===== src/rtl/uart_pkg.sv =====
// Shared types and constants for the MMIO UART receiver.
// Pure declarations; no logic, no latency.
package uart_pkg;

  typedef enum logic [1:0] {IDLE, START, DATA, STOP} rx_state_e;

  localparam int ST_VALID = 0;
  localparam int ST_FULL  = 1;
  localparam int ST_OVR   = 2;
  localparam int ST_FERR  = 3;

  localparam logic [15:0] OFS_DATA   = 16'd0;
  localparam logic [15:0] OFS_STATUS = 16'd1;

  function automatic int clks_per_bit(input int clk_freq, input int baud);
    return (clk_freq + baud / 2) / baud;
  endfunction

endpackage


===== src/rtl/uart_rx_fifo.sv =====
// Synchronous FIFO; head is visible combinationally, push/pop commit on the clock edge.
// A push into a full FIFO is accepted only when a pop happens in the same cycle; a pop on empty is ignored.
module uart_rx_fifo #(
  parameter int DEPTH = 16,
  parameter int WIDTH = 8
) (
  input  logic                     clock,
  input  logic                     reset,
  input  logic                     push,
  input  logic [WIDTH-1:0]         push_dat,
  input  logic                     pop,
  output logic [WIDTH-1:0]         head_dat,
  output logic                     full,
  output logic                     empty,
  output logic [$clog2(DEPTH):0]   count
);

  localparam int AW = $clog2(DEPTH);
  localparam logic [AW:0] DEPTH_C = (AW + 1)'(DEPTH);

  logic [WIDTH-1:0] mem_q [DEPTH];
  logic [AW-1:0]    wr_ptr_q, wr_ptr_d;
  logic [AW-1:0]    rd_ptr_q, rd_ptr_d;
  logic [AW:0]      count_q, count_d;
  logic             do_push, do_pop;

  assign full     = (count_q == DEPTH_C);
  assign empty    = (count_q == '0);
  assign count    = count_q;
  assign head_dat = mem_q[rd_ptr_q];

  // Popping frees the slot the push lands in, so a full FIFO can still take a push.
  assign do_pop  = pop && !empty;
  assign do_push = push && (!full || do_pop);

  always_comb begin
    wr_ptr_d = wr_ptr_q;
    rd_ptr_d = rd_ptr_q;
    count_d  = count_q;
    if (do_push) wr_ptr_d = wr_ptr_q + 1'b1;
    if (do_pop)  rd_ptr_d = rd_ptr_q + 1'b1;
    case ({do_push, do_pop})
      2'b10:   count_d = count_q + 1'b1;
      2'b01:   count_d = count_q - 1'b1;
      default: count_d = count_q;
    endcase
  end

  always_ff @(posedge clock) begin
    if (reset) begin
      wr_ptr_q <= '0;
      rd_ptr_q <= '0;
      count_q  <= '0;
    end else begin
      wr_ptr_q <= wr_ptr_d;
      rd_ptr_q <= rd_ptr_d;
      count_q  <= count_d;
    end
  end

  always_ff @(posedge clock) begin
    if (do_push) mem_q[wr_ptr_q] <= push_dat;
  end

endmodule


===== src/rtl/uart_rx.sv =====
// 8N1 UART receiver with receive FIFO and DATA/STATUS MMIO registers.
// Byte pushed one cycle after the mid-stop sample; MMIO done one cycle after req; full FIFO drops bytes and flags overrun.
module uart_rx
  import uart_pkg::*;
#(
  parameter int          CLK_FREQ   = 27_000_000,
  parameter int          BAUD       = 115200,
  parameter int          FIFO_DEPTH = 16,
  parameter logic [15:0] BASE_ADDR  = 16'hFF10
) (
  input  logic        clock,
  input  logic        reset,
  input  logic        rx,
  input  logic [15:0] mmio_addr,
  input  logic [7:0]  mmio_data,
  input  logic        mmio_write,
  input  logic        mmio_req,
  output logic        mmio_done,
  output logic [7:0]  mmio_rdata,
  output logic        rx_ready
);

  localparam int CPB = clks_per_bit(CLK_FREQ, BAUD);
  localparam int CW  = $clog2(CPB);
  localparam logic [CW-1:0] CNT_HALF = CW'(CPB / 2 - 1);
  localparam logic [CW-1:0] CNT_FULL = CW'(CPB - 1);

  logic [1:0]    sync_q, sync_d;
  rx_state_e     state_q, state_d;
  logic [CW-1:0] cnt_q, cnt_d;
  logic [2:0]    bit_q, bit_d;
  logic [7:0]    shift_q, shift_d;
  logic          armed_q, armed_d;
  logic          push_q, push_d;
  logic          ferr_set;
  logic          line;

  logic          served_q, served_d;
  logic          done_q, done_d;
  logic [7:0]    rdata_q, rdata_d;
  logic          pop_q, pop_d;
  logic          ovr_q, ovr_d;
  logic          ferr_q, ferr_d;

  logic                          fifo_full, fifo_empty;
  logic [7:0]                    fifo_head;
  logic [$clog2(FIFO_DEPTH):0]   fifo_count;
  logic                          hit_data, hit_stat, act;
  logic [7:0]                    status;
  logic                          unused_wdata;

  assign sync_d = {sync_q[0], rx};
  assign line   = sync_q[1];

  always_comb begin
    state_d  = state_q;
    cnt_d    = cnt_q;
    bit_d    = bit_q;
    shift_d  = shift_q;
    armed_d  = armed_q;
    push_d   = 1'b0;
    ferr_set = 1'b0;
    case (state_q)
      IDLE: begin
        // Only a high-to-low edge starts a frame; a held-low line stays unarmed.
        if (!armed_q) begin
          armed_d = line;
        end else if (!line) begin
          state_d = START;
          cnt_d   = CNT_HALF;
        end
      end
      START: begin
        if (cnt_q != '0) begin
          cnt_d = cnt_q - 1'b1;
        end else if (!line) begin
          state_d = DATA;
          cnt_d   = CNT_FULL;
          bit_d   = 3'd0;
        end else begin
          state_d = IDLE;
          armed_d = 1'b0;
        end
      end
      DATA: begin
        if (cnt_q != '0) begin
          cnt_d = cnt_q - 1'b1;
        end else begin
          shift_d = {line, shift_q[7:1]};
          cnt_d   = CNT_FULL;
          if (bit_q == 3'd7) state_d = STOP;
          else               bit_d   = bit_q + 3'd1;
        end
      end
      STOP: begin
        if (cnt_q != '0) begin
          cnt_d = cnt_q - 1'b1;
        end else begin
          state_d  = IDLE;
          armed_d  = 1'b0;
          push_d   = line;
          ferr_set = !line;
        end
      end
      default: state_d = IDLE;
    endcase
  end

  always_ff @(posedge clock) begin
    if (reset) begin
      sync_q  <= 2'b11;
      state_q <= IDLE;
      cnt_q   <= '0;
      bit_q   <= 3'd0;
      shift_q <= 8'h00;
      armed_q <= 1'b0;
      push_q  <= 1'b0;
    end else begin
      sync_q  <= sync_d;
      state_q <= state_d;
      cnt_q   <= cnt_d;
      bit_q   <= bit_d;
      shift_q <= shift_d;
      armed_q <= armed_d;
      push_q  <= push_d;
    end
  end

  uart_rx_fifo #(
    .DEPTH (FIFO_DEPTH),
    .WIDTH (8)
  ) u_fifo (
    .clock    (clock),
    .reset    (reset),
    .push     (push_q),
    .push_dat (shift_q),
    .pop      (pop_q),
    .head_dat (fifo_head),
    .full     (fifo_full),
    .empty    (fifo_empty),
    .count    (fifo_count)
  );

  always_comb begin
    status           = 8'h00;
    status[ST_VALID] = !fifo_empty;
    status[ST_FULL]  = fifo_full;
    status[ST_OVR]   = ovr_q;
    status[ST_FERR]  = ferr_q;
  end

  assign hit_data     = (mmio_addr == BASE_ADDR + OFS_DATA);
  assign hit_stat     = (mmio_addr == BASE_ADDR + OFS_STATUS);
  assign act          = mmio_req && (hit_data || hit_stat) && !served_q;
  assign unused_wdata = ^{mmio_data[7:4], mmio_data[1:0]};

  always_comb begin
    served_d = mmio_req && (served_q || act);
    done_d   = act;
    pop_d    = 1'b0;
    rdata_d  = rdata_q;
    ovr_d    = ovr_q;
    ferr_d   = ferr_q;
    if (act && !mmio_write) begin
      if (hit_data) begin
        rdata_d = fifo_empty ? 8'h00 : fifo_head;
        pop_d   = !fifo_empty;
      end else begin
        rdata_d = status;
      end
    end
    if (act && mmio_write && hit_stat) begin
      if (mmio_data[ST_OVR])  ovr_d  = 1'b0;
      if (mmio_data[ST_FERR]) ferr_d = 1'b0;
    end
    // A new event in the same cycle as a clear wins, so no error is lost.
    if (push_q && fifo_full && !pop_q) ovr_d = 1'b1;
    if (ferr_set) ferr_d = 1'b1;
  end

  always_ff @(posedge clock) begin
    if (reset) begin
      served_q <= 1'b0;
      done_q   <= 1'b0;
      rdata_q  <= 8'h00;
      pop_q    <= 1'b0;
      ovr_q    <= 1'b0;
      ferr_q   <= 1'b0;
    end else begin
      served_q <= served_d;
      done_q   <= done_d;
      rdata_q  <= rdata_d;
      pop_q    <= pop_d;
      ovr_q    <= ovr_d;
      ferr_q   <= ferr_d;
    end
  end

  assign mmio_done  = done_q;
  assign mmio_rdata = rdata_q;
  assign rx_ready   = (fifo_count != '0);

endmodule


===== config.mk =====
export PLATFORM = sky130hd
export DESIGN_NAME = uart_rx
export DESIGN_NICKNAME = d
export VERILOG_FILES = /design/src/rtl/uart_pkg.sv /design/src/rtl/uart_rx_fifo.sv /design/src/rtl/uart_rx.sv
export SDC_FILE = /design/constraint.sdc
export NUM_CORES = 1
export LEC_CHECK = 0
export CAP_MARGIN = 20
export CORE_UTILIZATION = 53
export CTS_BUF_LIST = sky130_fd_sc_hd__clkbuf_4 sky130_fd_sc_hd__clkbuf_8
export DETAILED_ROUTE_END_ITERATION = 7
export MAX_ROUTING_LAYER = met4
export PLACE_DENSITY = 0.74
export SLEW_MARGIN = 20
export SYNTH_ARGS = -nofsm -noshare
export SYNTH_HDL_FRONTEND = slang
export SYNTH_SLANG_ARGS = --single-unit

===== constraint.sdc =====
create_clock -name clock -period 4.3 [get_ports clock]
set_input_delay 0.86 -clock clock [delete_from_list [all_inputs] [get_ports clock]]
set_output_delay 0.86 -clock clock [all_outputs]
set_load 0.05 [all_outputs]

==> out/metrics.cfg, run 1 <==
[floorplan]
dieArea_sq_um = 15000
start_util_pct = 54.9
row_count = 43
die_h_microns = 122
ios = 39
die_w_microns = 122
design.core.area_sq_um = 14000

[pwr]
p_leak_uw = 0.00283
power_density_nw_per_um2 = 404
ir_drop_uv = 287
finalPower_uw = 3480

[cts]
cts_buffers = 17
root_buffer = clkbuf_8
cts_tree = built
cts_setup_buffers = 0
post_cts_resized = 0
clk_latency_ns = 0.46
clockBufferDepth = 2
cts_max_level = 4
cts.sinks = 183
path_clk_slew_ns = 0.09
postCtsHoldBufs = 0

[logic_synthesis]
yosys_most_used_dff = edfxtp_1
ys_types = 56
ys_ff_latch = 183
synth_area_leaders = edfxtp_1 (50%), dfxtp_1 (14%), mux4_2 (9.1%)
ys_seq_area_share_pct = 64.4
async_flop_share_pct = 0
synth_top_cell_by_area = edfxtp_1
synth_common_cells = edfxtp_1 (128), dfxtp_1 (55), nor2_1 (46), nand2_1 (33), a21oi_1 (32)
yosysMostFrequentCell = edfxtp_1
syn_avg_cell_area_sq_um = 14.0
synth_edf_count = 128
netlist_area_sq_um = 7680
synth_top_area_share_pct = 50.1
syn_nets = 596
synth_cells = 549
yosys_warnings = 0

[setup_path]
critical-path-slowest-cell = nor4_1
required_ns = 4.66
crit_path_end_kind = register
cp_slowest_stage_delay_ns = 0.78
crit_chain = nor4_1 -> a31oi_1 -> buf_4 -> inv_1 -> ha_1 -> xor2_1 -> ha_1 -> nor2_1 -> nor3b_1 -> o21ai_0 -> a31oi_1 -> mux2_2
arrival_ns = 3.88
startpoint_type = register
path_class = reg2reg
crit_path_max_fanout = 10

[timing]
fin_ws_ns = 0.782
finClkSkew_ns = 0.00892
fin_tns_setup_ns = 0
rsz0062_at_grt = no
period_needed_ns = 3.52
hold_viol = 0
slew_viol_final = 0
max_freq_ghz = 0.284
setup_viol = 0
max_slew_margin_pct = 32.2
finalCritPeriodShare_pct = 81.8
tightest_slew_ns = 1.01

[cells_and_area]
regArea_sq_um = 4950
final_core_util_pct = 61.6
final_cells = 772
area_growth_pct = 12.2
nFillCells = 1017
nets = 626
num_antenna_cells = 0
layout-drive-gt1-share_pct = 13.9
multi_input_area_sq_um = 2540

[detailed_routing]
antenna_left = 0
drt_iter0_markers = 510
dr.pass1.iters = 5
routedWlPerCell_microns = 19.8
via_per_inst = 5.99
drc = 0
vias = 4623
drt_wl_total_microns = 15300

[grt]
grt_overflow = 0
grt_pass1_vias = 4544
grt_usage_pct = 22.8
grt_max_degree = 55
grt_pass1_wl_microns = 24000
antenna_found_initial = 0

[hold_path]
hold_class = reg2reg

[placed_design]
post-dp-hpwl_microns = 10200
portBuffers = 32
place.gp.congestion = 0.854
place_inst = 740
preCtsSetupSlack_ns = 0.856

[status]
status = finished, final reports clean

[flow_run]
cap_viol_max_count = 0

## routing by layer
layer  vias up  global-route usage (%)  wire [microns]
met4         0                    8.08             377
met5         -                       -               0
met3        33                    5.11             714
met2       147                    36.0            7730
met1      2306                    29.0            6480
li1       2137                       -               -
## worst max-delay path: cells and delay by family, from the launching register on
family	cells	cell delay [ns]
xor+xnor	1	0.21
compound gates	3	0.54
fa+ha+maj	2	0.59
flops	1	0.39
buf+inv	2	0.30
simple gates	3	1.02
mux	1	0.35
## worst paths after layout
kind                                     start                           end  slack, ns  depth (start not counted)
hold reg to reg           sync_q[0]$_SDFF_PP1_          sync_q[1]$_SDFF_PP1_       0.41                          1
setup reg to reg  u_fifo.count[1]$_SDFFE_PP0P_  u_fifo.count[4]$_SDFFE_PP0P_       0.78                         12
setup / recovery  u_fifo.count[1]$_SDFFE_PP0P_  u_fifo.count[4]$_SDFFE_PP0P_       0.78                         12
hold / removal            sync_q[0]$_SDFF_PP1_          sync_q[1]$_SDFF_PP1_       0.41                          1
## kinds of logic after synthesis
group           synth area share (%)
compound gates                  7.48
xor+xnor                        1.14
fa+ha+maj                       2.93
buf+inv                         2.46
flops                           64.4
mux                             10.7
simple gates                    10.9
## final cells by class
type / instances / area share [%]
clock inverter: 15 / 2.61
multi-input combinational: 320 / 29.5
sequential: 183 / 57.4
timing repair buffer: 40 / 4.36
tap: 180 / 2.61
inverter: 17 / 0.741
clock buffer: 17 / 2.72
## sequential cells by signal, summed over array words and instances, names as in the netlist, named ones only
register and count:
pop_q 1, u_fifo.wr_ptr_q 4, mmio_done 1, state_q 1
shift_q 8, push_q 1, u_fifo.count 5, served_q 1
mmio_rdata 8, ovr_q 1, armed_q 1, ferr_q 1
cnt_q 8, u_fifo.rd_ptr_q 4, u_fifo.mem_q 128, bit_q 3
sync_q 2
## per-stage QoR
stage	hold slack (ns)	instance area (sq um)
2_1_floorplan	0.389	7680
4_1_cts	0.415	8610
6_report	0.413	8610
3_3_place_gp	0.396	8160
3_5_place_dp	0.394	8160
5_1_grt	0.429	8610
## layout by cell type, fill, tap and decap left out, drive strengths merged, types with 4 or more instances in the layout
cell type	count
nand3	6
a22o	8
nor2b	6
and2	4
a21oi	32
clkdlybuf4s50	31
and3	4
clkinv	6
nor3b	4
dfxtp	55
mux4	31
clkbuf	17
nand4	4
nor3	15
nand2	33
ha	18
nand3b	4
o22ai	5
edfxtp	128
mux2i	10
a21o	4
inv	19
o21ai	17
bufinv	5
or4	6
nor2	46
buf	9
nand2b	12
xor2	8
## power breakdown
| group | leakage (uW) | switching (uW) | internal, uW |
|---|---|---|---|
| registers | 0.00163 | 29.1 | 1880 |
| clock network | 0.000222 | 606 | 694 |
| logic | 0.000981 | 165 | 106 |
| total | 0.00283 | 800 | 2680 |
(Power assumes the default switching activity.)
==> inputs of run 2 (changes only) <==
PLACE_DENSITY = 0.76   (was 0.74)
clock period = 3.1 ns   (was 4.3 ns; I/O delays follow)
==> out/metrics.cfg, run 2 (synthesized netlist as in run 1, its figures left out) <==
[pwr]
finalPower_uw = 4620  ; +33%
ir_drop_uv = 279  ; -2.8%
p_leak_uw = 0.00290  ; +2.3%
internal_power_uw = 3500  ; +31%
seqPwrFrac_pct = 57.4  ; +2.5 points
switching_power_uw = 1110  ; +39%
netSwitchingFraction_pct = 24.1  ; +1.1 points
power_frac_comb_pct = 8.5  ; +0.7 points
p_clk_share_pct = 34.1  ; -3.2 points
power_density_nw_per_um2 = 531  ; +31%

[floorplan]
die_w_microns = 122  ; unchanged
row_count = 43  ; unchanged
dieArea_sq_um = 15000  ; unchanged
ios = 39  ; unchanged
design.core.area_sq_um = 14000  ; unchanged
start_util_pct = 54.9  ; unchanged
die_h_microns = 122  ; unchanged

[grt]
grt_pass1_vias = 4596  ; +1.1%
grt_pass1_wl_microns = 24400  ; +1.9%
grt_usage_pct = 23.1  ; +0.35 points
grt_max_degree = 54  ; -1.8%
grt_overflow = 0  ; unchanged
antenna_found_initial = 0  ; unchanged

[timing]
slew_viol_final = 0  ; unchanged
hold_viol = 0  ; unchanged
rsz0062_at_grt = no
max_slew_margin_pct = 39.7  ; +7.5 points
setup_viol = 0  ; unchanged
hold_slack_ns = 0.417  ; +0.00412 ns
fin_tns_setup_ns = 0  ; unchanged
finalCritPeriodShare_pct = 88.5
max_freq_ghz = 0.364
tightest_slew_ns = 0.901  ; -0.105 ns
finClkSkew_ns = 0.0104  ; +0.00152 ns
period_needed_ns = 2.74

[placed_design]
place.gp.congestion = 0.850  ; -0.45%
portBuffers = 32  ; unchanged
post-dp-hpwl_microns = 10500  ; +2.6%

[flow_run]
cap_viol_max_count = 0  ; unchanged

[cells_and_area]
multi_input_area_sq_um = 2560  ; +0.59%
final_common_cell = edfxtp_1
largest_reg_flops = 128  ; unchanged
regMostFlops = u_fifo.mem_q
layout-drive-gt1-share_pct = 16.7  ; +2.9 points
regArea_sq_um = 4950  ; unchanged
num_antenna_cells = 0  ; unchanged
nFillCells = 1021  ; +0.39%
layout_common_cells = edfxtp_1 (128), dfxtp_1 (54), nor2_1 (46)
nets = 643  ; +2.7%
area_growth_pct = 13.1

[cts]
root_buffer = clkbuf_8
clk_latency_ns = 0.45  ; about the same
cts_buffers = 17  ; unchanged
path_clk_slew_ns = 0.09  ; about the same
cts.sinks = 183  ; unchanged
clockBufferDepth = 2  ; unchanged
cts_tree = built
cts_max_level = 4  ; unchanged
postCtsHoldBufs = 0  ; unchanged

[detailed_routing]
drc = 0  ; unchanged
routedWlPerCell_microns = 19.7  ; -0.41%
antenna_left = 0  ; unchanged
dr.pass1.iters = 6  ; +1
drt_wl_total_microns = 15600  ; +1.8%
drt_iter0_markers = 457  ; -10%
via_per_inst = 5.90  ; -1.4%
vias = 4657  ; +0.74%

[setup_path]
arrival_ns = 2.12  ; -1.76 ns
path_class = reg2out
crit_path_end_kind = primary output
crit_path_max_fanout = 8  ; -2
startpoint_type = register
required_ns = 2.48  ; -2.18 ns

[hold_path]
hold_class = reg2reg

[status]
status = finished, final reports clean

run 2: worst max-delay path: stages, from the launching register on:
cell,delay (ns)
dfxtp_1,0.40
nor4_4,0.41
nand2_1,0.14
clkdlybuf4s50_1,0.72
run 2: through the flow:
step	setup WS [ns]	util (%)	cells	cell area [sq um]
after floorplan	0.0852	-	549	7680
after global placement	0.183	59.3	757	8290
after detailed placement	0.139	59.3	757	8290
after CTS	0.212	62.0	789	8680
after global routing	0.115	62.1	789	8690
final	0.356	62.1	789	8690
run 2: repair_timing:
item | 4_1_cts | 5_1_grt
setup buffers | 0 | 0
endpoints found under the setup margin | 0 | 1
gates resized for setup | 0 | 1
run 2: area by class of cell:
type	count	area share [%]
tap	180	2.59
sequential	183	56.9
multi-input combinational	320	29.5
inverter	17	0.734
clock buffer	18	2.78
timing repair buffer	57	5.79
clock inverter	14	1.71
run 2: power by group through the flow:
stage               clock [uW]  sequential (uW)  combinational, uW
global route              1700             2650                441
CTS                       1590             2650                388
global placement             0             2700                374
detailed placement           0             2700                387
floorplan                    0             2690                275
finish                    1580             2650                392
run 2: path summary, 6_finish.rpt:
kind | start | slack, ns | depth (start not counted) | to
min reg2reg | sync_q[0]$_SDFF_PP1_ | 0.42 | 1 | sync_q[1]$_SDFF_PP1_
max | u_fifo.count[1]$_SDFFE_PP0P_ | 0.36 | 3 | rx_ready
min | sync_q[0]$_SDFF_PP1_ | 0.42 | 1 | sync_q[1]$_SDFF_PP1_
max reg2reg | u_fifo.count[1]$_SDFFE_PP0P_ | 0.36 | 11 | u_fifo.count[4]$_SDFFE_PP0P_
run 2: per-layer routing:
layer	vias up	global-route usage, %	share of wire [%]
met2	124	37.0	51
met5	-	-	0
met4	0	8.54	1.8
met1	2337	29.0	43
li1	2174	-	-
met3	22	5.07	4.8
